[config.mk]
export PLATFORM = sky130hd
export DESIGN_NAME = sknobs_knob_table
export DESIGN_NICKNAME = d
export VERILOG_FILES = /design/src/rtl/sknobs_hw_pkg.sv /design/src/rtl/sknobs_kt_storage.sv /design/src/rtl/sknobs_knob_table.sv
export SDC_FILE = /design/constraint.sdc
export NUM_CORES = 2
export LEC_CHECK = 0
export ABC_CLOCK_PERIOD_IN_PS = 18310
export CORE_MARGIN = 2
export CORE_UTILIZATION = 44
export DETAILED_ROUTE_END_ITERATION = 12
export HOLD_SLACK_MARGIN = 0.1
export PLACE_DENSITY = 0.63
export SYNTH_ARGS = -nofsm -noshare
export SYNTH_HDL_FRONTEND = slang
export SYNTH_HIERARCHICAL = 1
export SYNTH_SLANG_ARGS = --single-unit
[constraint.sdc]
create_clock -name clk -period 18.31 [get_ports clk]
set_clock_uncertainty 0.15 [all_clocks]
set_input_delay 3.662 -clock clk [delete_from_list [all_inputs] [get_ports clk]]
set_output_delay 3.662 -clock clk [all_outputs]
set_load 0.005 [all_outputs]
[src/rtl/sknobs_hw_pkg.sv]
`default_nettype none
// +----------------------------------------------------------------------------+
// | sknobs_hw_pkg                                                              |
// | Shared types and default widths for the key/value responder table.         |
// | Rev 1.0                                                                    |
// +----------------------------------------------------------------------------+
package sknobs_hw_pkg;

   localparam int unsigned KT_NUM_ENTRIES = 16;
   localparam int unsigned KT_KEY_W       = 32;
   localparam int unsigned KT_VAL_W       = 64;

   typedef enum logic [1:0] {
      IDLE   = 2'd0,
      SEARCH = 2'd1,
      RESP   = 2'd2,
      WRITE  = 2'd3
   } kt_state_e;

   typedef enum logic {
      OP_GET = 1'b0,
      OP_SET = 1'b1
   } kt_op_e;

   typedef struct packed {
      logic [KT_KEY_W-1:0] key;
      logic [KT_VAL_W-1:0] value;
   } kt_entry_t;

endpackage
`default_nettype wire

[src/rtl/sknobs_kt_storage.sv]
`default_nettype none
// +----------------------------------------------------------------------------+
// | sknobs_kt_storage                                                          |
// | Entry array: one write port, one combinational read port, no reset.        |
// | Rev 1.0                                                                    |
// +----------------------------------------------------------------------------+
module sknobs_kt_storage
   import sknobs_hw_pkg::*;
#(
   parameter int unsigned NUM_ENTRIES = KT_NUM_ENTRIES,
   parameter int unsigned KEY_W       = KT_KEY_W,
   parameter int unsigned VAL_W       = KT_VAL_W,
   parameter int unsigned IDX_W       = $clog2(NUM_ENTRIES)
) (
   input  logic             clk,
   input  logic             wr_en,
   input  logic [IDX_W-1:0] wr_idx,
   input  logic [KEY_W-1:0] wr_key,
   input  logic [VAL_W-1:0] wr_value,
   input  logic [IDX_W-1:0] rd_idx,
   output logic [KEY_W-1:0] rd_key,
   output logic [VAL_W-1:0] rd_value
);

   logic [KEY_W-1:0] key_q   [NUM_ENTRIES];
   logic [KEY_W-1:0] key_d   [NUM_ENTRIES];
   logic [VAL_W-1:0] value_q [NUM_ENTRIES];
   logic [VAL_W-1:0] value_d [NUM_ENTRIES];

   always_comb begin
      for (int i = 0; i < int'(NUM_ENTRIES); i++) begin
         key_d[i]   = key_q[i];
         value_d[i] = value_q[i];
         if (wr_en && (wr_idx == IDX_W'(i))) begin
            key_d[i]   = wr_key;
            value_d[i] = wr_value;
         end
      end
   end

   // Payloads are deliberately unreset; the occupancy count guards every read.
   always_ff @(posedge clk) begin
      key_q   <= key_d;
      value_q <= value_d;
   end

   assign rd_key   = key_q[rd_idx];
   assign rd_value = value_q[rd_idx];

endmodule
`default_nettype wire

[src/rtl/sknobs_knob_table.sv]
`default_nettype none
// +----------------------------------------------------------------------------+
// | sknobs_knob_table                                                          |
// | Runtime-parameter get/set responder: linear-scan key table, default-on-miss|
// | Rev 1.0                                                                    |
// +----------------------------------------------------------------------------+
module sknobs_knob_table
   import sknobs_hw_pkg::*;
#(
   parameter int unsigned NUM_ENTRIES = KT_NUM_ENTRIES,
   parameter int unsigned KEY_W       = KT_KEY_W,
   parameter int unsigned VAL_W       = KT_VAL_W,
   parameter int unsigned IDX_W       = $clog2(NUM_ENTRIES)
) (
   input  logic             clk,
   input  logic             rst,
   input  logic             clear,
   input  logic             set_valid,
   output logic             set_ready,
   input  logic [KEY_W-1:0] set_key,
   input  logic [VAL_W-1:0] set_value,
   output logic             set_err,
   input  logic             get_valid,
   output logic             get_ready,
   input  logic [KEY_W-1:0] get_key,
   input  logic [VAL_W-1:0] get_default,
   output logic             rsp_valid,
   input  logic             rsp_ready,
   output logic [VAL_W-1:0] rsp_value,
   output logic             rsp_exists,
   output logic [IDX_W:0]   count,
   output logic             full
);

   localparam int unsigned CNT_W = IDX_W + 1;

   kt_state_e        state_q, state_d;
   kt_op_e           op_q, op_d;
   logic [KEY_W-1:0] req_key_q, req_key_d;
   logic [VAL_W-1:0] req_val_q, req_val_d;
   logic [VAL_W-1:0] req_dflt_q, req_dflt_d;
   logic [IDX_W-1:0] idx_q, idx_d;
   logic             hit_q, hit_d;
   logic [CNT_W-1:0] count_q, count_d;
   logic [VAL_W-1:0] rsp_value_q, rsp_value_d;
   logic             rsp_exists_q, rsp_exists_d;

   logic             full_w, empty_w, last_w, match_w, wr_en_w;
   logic [IDX_W-1:0] wr_idx_w;
   logic [KEY_W-1:0] rd_key_w;
   logic [VAL_W-1:0] rd_value_w;

   assign full_w   = (count_q == CNT_W'(NUM_ENTRIES));
   assign empty_w  = (count_q == '0);
   assign last_w   = ({1'b0, idx_q} == (count_q - CNT_W'(1)));
   assign match_w  = (rd_key_w == req_key_q);
   // A hit keeps idx_q parked on the matching entry; a miss appends at count.
   assign wr_idx_w = hit_q ? idx_q : count_q[IDX_W-1:0];

   sknobs_kt_storage #(
      .NUM_ENTRIES (NUM_ENTRIES),
      .KEY_W       (KEY_W),
      .VAL_W       (VAL_W),
      .IDX_W       (IDX_W)
   ) u_storage (
      .clk      (clk),
      .wr_en    (wr_en_w),
      .wr_idx   (wr_idx_w),
      .wr_key   (req_key_q),
      .wr_value (req_val_q),
      .rd_idx   (idx_q),
      .rd_key   (rd_key_w),
      .rd_value (rd_value_w)
   );

   always_ff @(posedge clk) begin
      if (rst) begin
         state_q      <= IDLE;
         op_q         <= OP_GET;
         req_key_q    <= '0;
         req_val_q    <= '0;
         req_dflt_q   <= '0;
         idx_q        <= '0;
         hit_q        <= 1'b0;
         count_q      <= '0;
         rsp_value_q  <= '0;
         rsp_exists_q <= 1'b0;
      end else begin
         state_q      <= state_d;
         op_q         <= op_d;
         req_key_q    <= req_key_d;
         req_val_q    <= req_val_d;
         req_dflt_q   <= req_dflt_d;
         idx_q        <= idx_d;
         hit_q        <= hit_d;
         count_q      <= count_d;
         rsp_value_q  <= rsp_value_d;
         rsp_exists_q <= rsp_exists_d;
      end
   end

   always_comb begin
      state_d      = state_q;
      op_d         = op_q;
      req_key_d    = req_key_q;
      req_val_d    = req_val_q;
      req_dflt_d   = req_dflt_q;
      idx_d        = idx_q;
      hit_d        = hit_q;
      count_d      = count_q;
      rsp_value_d  = rsp_value_q;
      rsp_exists_d = rsp_exists_q;
      case (state_q)
         IDLE: begin
            if (clear) begin
               count_d = '0;
            end else if (set_valid) begin
               op_d      = OP_SET;
               req_key_d = set_key;
               req_val_d = set_value;
               idx_d     = '0;
               hit_d     = 1'b0;
               state_d   = empty_w ? WRITE : SEARCH;
            end else if (get_valid) begin
               op_d       = OP_GET;
               req_key_d  = get_key;
               req_dflt_d = get_default;
               idx_d      = '0;
               hit_d      = 1'b0;
               if (empty_w) begin
                  rsp_value_d  = get_default;
                  rsp_exists_d = 1'b0;
                  state_d      = RESP;
               end else begin
                  state_d = SEARCH;
               end
            end
         end
         SEARCH: begin
            if (match_w) begin
               hit_d = 1'b1;
               if (op_q == OP_GET) begin
                  rsp_value_d  = rd_value_w;
                  rsp_exists_d = 1'b1;
                  state_d      = RESP;
               end else begin
                  state_d = WRITE;
               end
            end else if (last_w) begin
               if (op_q == OP_GET) begin
                  rsp_value_d  = req_dflt_q;
                  rsp_exists_d = 1'b0;
                  state_d      = RESP;
               end else begin
                  state_d = WRITE;
               end
            end else begin
               idx_d = idx_q + IDX_W'(1);
            end
         end
         RESP: begin
            if (rsp_ready) begin
               state_d = IDLE;
            end
         end
         WRITE: begin
            state_d = IDLE;
            if (!hit_q && !full_w) begin
               count_d = count_q + CNT_W'(1);
            end
         end
         default: state_d = IDLE;
      endcase
   end

   always_comb begin
      set_ready = (state_q == IDLE) && !clear;
      get_ready = (state_q == IDLE) && !clear && !set_valid;
      rsp_valid = (state_q == RESP);
      set_err   = (state_q == WRITE) && !hit_q && full_w;
      wr_en_w   = (state_q == WRITE) && (hit_q || !full_w);
   end

   assign rsp_value  = rsp_value_q;
   assign rsp_exists = rsp_exists_q;
   assign count      = count_q;
   assign full       = full_w;

endmodule
`default_nettype wire

==> impl_metrics.toml <==
[status]
status = "finished, final reports clean"

[power]
vdd_drop_max_v = 0.0000947
p_leak_nw = 25.3
power.total_mw = 8.50
p_per_area_nw_per_um2 = 105

[logic_synthesis]
synth.top_cells.by_count = "1,536 x edfxtp_1, 429 x nand2_1, 384 x mux4_2"
yosys_warnings = 6
syn_area_per_cell_um2 = 17.4
synth_edf_count = 1536
synthAdderAreaFrac_pct = 0.0536
async_flop_share_pct = 0
synthFlopType = "edfxtp_1"
synthMuxAreaShare_pct = 12.8
synthXorXnorAreaFrac_pct = 0.500
syn_inst = 4033
synthTopCellsByArea = "edfxtp_1 66%, mux4_2 12%, dfxtp_1 6.8%"
ys_types = 46
synth_top_family_by_area = "multiplexers"
ys_ff_latch = 1774
synth_top_area_share_pct = 65.8
netlist.top_cell.by_area = "edfxtp_1"
synth.most_common_cell = "edfxtp_1"
ys_seq_area_share_pct = 72.6
synth-compound-area-share_pct = 6.27
synthSimpleGateAreaFrac_pct = 5.73
synth_area_um2 = 70100
synthesis.nets = 4234

[finish]
layout-drive-gt1-share_pct = 19.8
utilization_pct = 51.0
area_growth_pct = 15.1
instances_no_fill = 6505
finalNetCount = 4479
fin_area_um2 = 80700

[routing]
viasPerCell = 5.93
dr.pass1.iters = 6
detail_route.wl_per_cell_um = 28.0
first_iter_violations = 3915
vias = 38600
ant_nets = 0
drt-total-wl_um = 182000
drc_errors = 0

[sta]
slew_headroom_pct = 16.6
setup_viol = 0
hold_violations = 0
layout_min_cycle_time_ns = 9.20
fmaxAchievable_mhz = 109
rsz0062_at_grt = "false"
hold_ws_ns = 0.305
timing.final.ws_setup_ns = 9.11
tightestPinTransition_ns = 1.25
min_period_over_period_pct = 50.3
final.setup.tns_ns = 0
finalMaxSlewViolations = 0

[placed_design]
pre_cts_ws_ns = 9.11
post-dp-hpwl_um = 97500
place_area_um2 = 74900
portBuffers = 272
gp_congestion = 0.793
dp.cells = 6168

[setup_path]
reg2reg_from = "idx_q[0]"
critical_path_arrival_ns = 5.39
crit_fanout = 6
reg2reg_depth = 12
end_kind = "output pin"
crit_type = "input pin to output pin"
worstPathRequired_ns = 14.50
rrSetupSlack_ns = 11.58
cp-start-kind = "input pin"
r2r_end = "rsp_value[0]"

[global_routing]
gr-usage-all-layers_pct = 22.4
grt_pass1_wl_um = 265000
grt_max_degree = 131
grt_pass1_vias = 38600
antenna_found_initial = 10
grt_remaining_overflow = 0

[clock_tree]
clock_latency_ns = 0.81
cts_tree = "done"
htree_levels = 4
cts_setup_buffers = 0
cts.sinks = 1774
cts-root-buf = "clkbuf_16"
clkTransAtPathRegs_ns = 0.06
clock_path_buffers = 3
cts_hold_buf = 0
cts_resized = 0
numCtsBuffers = 180

[min_path]
min_to = "req_dflt_q[32]"
hp-class = "flop to flop"
whs_path_depth = 2
min_from = "req_dflt_q[32]"

[floorplan]
coreArea_um2 = 158000
die_x_um = 403
initial_utilization_pct = 44.3
ios = 273
die_height_um = 403
dieArea_um2 = 162000
num_rows = 146

[flow_run]
cap_violations = 0
==> flip-flops by register name (all words and copies together), names as in the netlist <==
register           count
count                  5
hit_q                  1
idx_q                  4
op_q                   1
req_dflt_q            64
req_key_q             32
req_val_q             64
rsp_exists             1
rsp_value             64
state_q                2
u_storage/key_q      512
u_storage/value_q   1024
==> final cells by class <==
type | instances | area (um2)
antenna | 1 | 2.50
clock buffer | 251 | 5010
clock inverter | 85 | 823
fill | 12900 | 77500
inverter | 5 | 18.8
multi-input combinational | 1965 | 18000
sequential | 1774 | 50900
tap | 2072 | 2590
timing repair buffer | 352 | 3360
==> logic make-up (layout without fill, tap and decap cells) <==
group | count (synthesis) | in the layout
xor+xnor | 40 | 40
fa+ha+maj | 3 | 3
simple gates | 868 | 868
mux | 418 | 418
other cells | 0 | 1
flops | 1774 | 1774
compound gates | 636 | 636
buf+inv | 294 | 693
==> critical path: stages <==
cell             delay, ns
clkdlybuf4s50_1       0.47
nor3_1                0.62
clkdlybuf4s50_1       0.64
==> worst max-delay path by stage <==
stage          depth (start not counted)      from  slack [ns]              endpoint
2_1_floorplan                          7  count[0]        9.36  u_storage/key_q[480]
3_3_place_gp                           3     clear        9.16             set_ready
3_5_place_dp                           3     clear        9.11             set_ready
4_1_cts                                3     clear        9.09             set_ready
5_1_grt                                3     clear        8.99             set_ready
6_report                               3     clear        9.11             set_ready
==> layer usage <==
metal	global-route usage (%)	part of all wire, %
met5	0	0.020
met3	3.99	7.2
met1	31.1	42
met2	36.8	49
met4	5.51	1.9
==> report_power, final <==
part	switching [mW]	internal (mW)	total [mW]	leakage, nW
sequential	0.0815	4.44	4.52	16.0
clock	1.52	2.10	3.62	2.84
combinational	0.211	0.151	0.362	6.43
==> layout by cell type, fill, tap and decap left out, types with 21 or more instances in the layout <==
| cell type | synthesis | layout |
|---|---|---|
| clkbuf_1 | 181 | 50 |
| xor2_1 | 35 | 35 |
| o21ai_1 | 59 | 59 |
| nand2_1 | 429 | 427 |
| nor3_2 | 59 | 63 |
| nand3_1 | 71 | 71 |
| dfxtp_1 | 238 | 236 |
| o21ai_0 | 75 | 75 |
| o211ai_2 | 59 | 59 |
| a22oi_1 | 192 | 192 |
| clkinv_1 | 0 | 32 |
| edfxtp_1 | 1536 | 1536 |
| clkdlybuf4s50_1 | 0 | 270 |
| mux2i_1 | 32 | 32 |
| clkbuf_16 | 0 | 183 |
| a211oi_1 | 35 | 35 |
| clkinv_2 | 0 | 21 |
| o31ai_1 | 65 | 65 |
| nor2b_1 | 70 | 66 |
| a21oi_1 | 139 | 139 |
| nor2_1 | 191 | 177 |
| mux4_2 | 384 | 384 |
| buf_4 | 19 | 77 |
No activity file was read; power rests on OpenSTA's default activity.
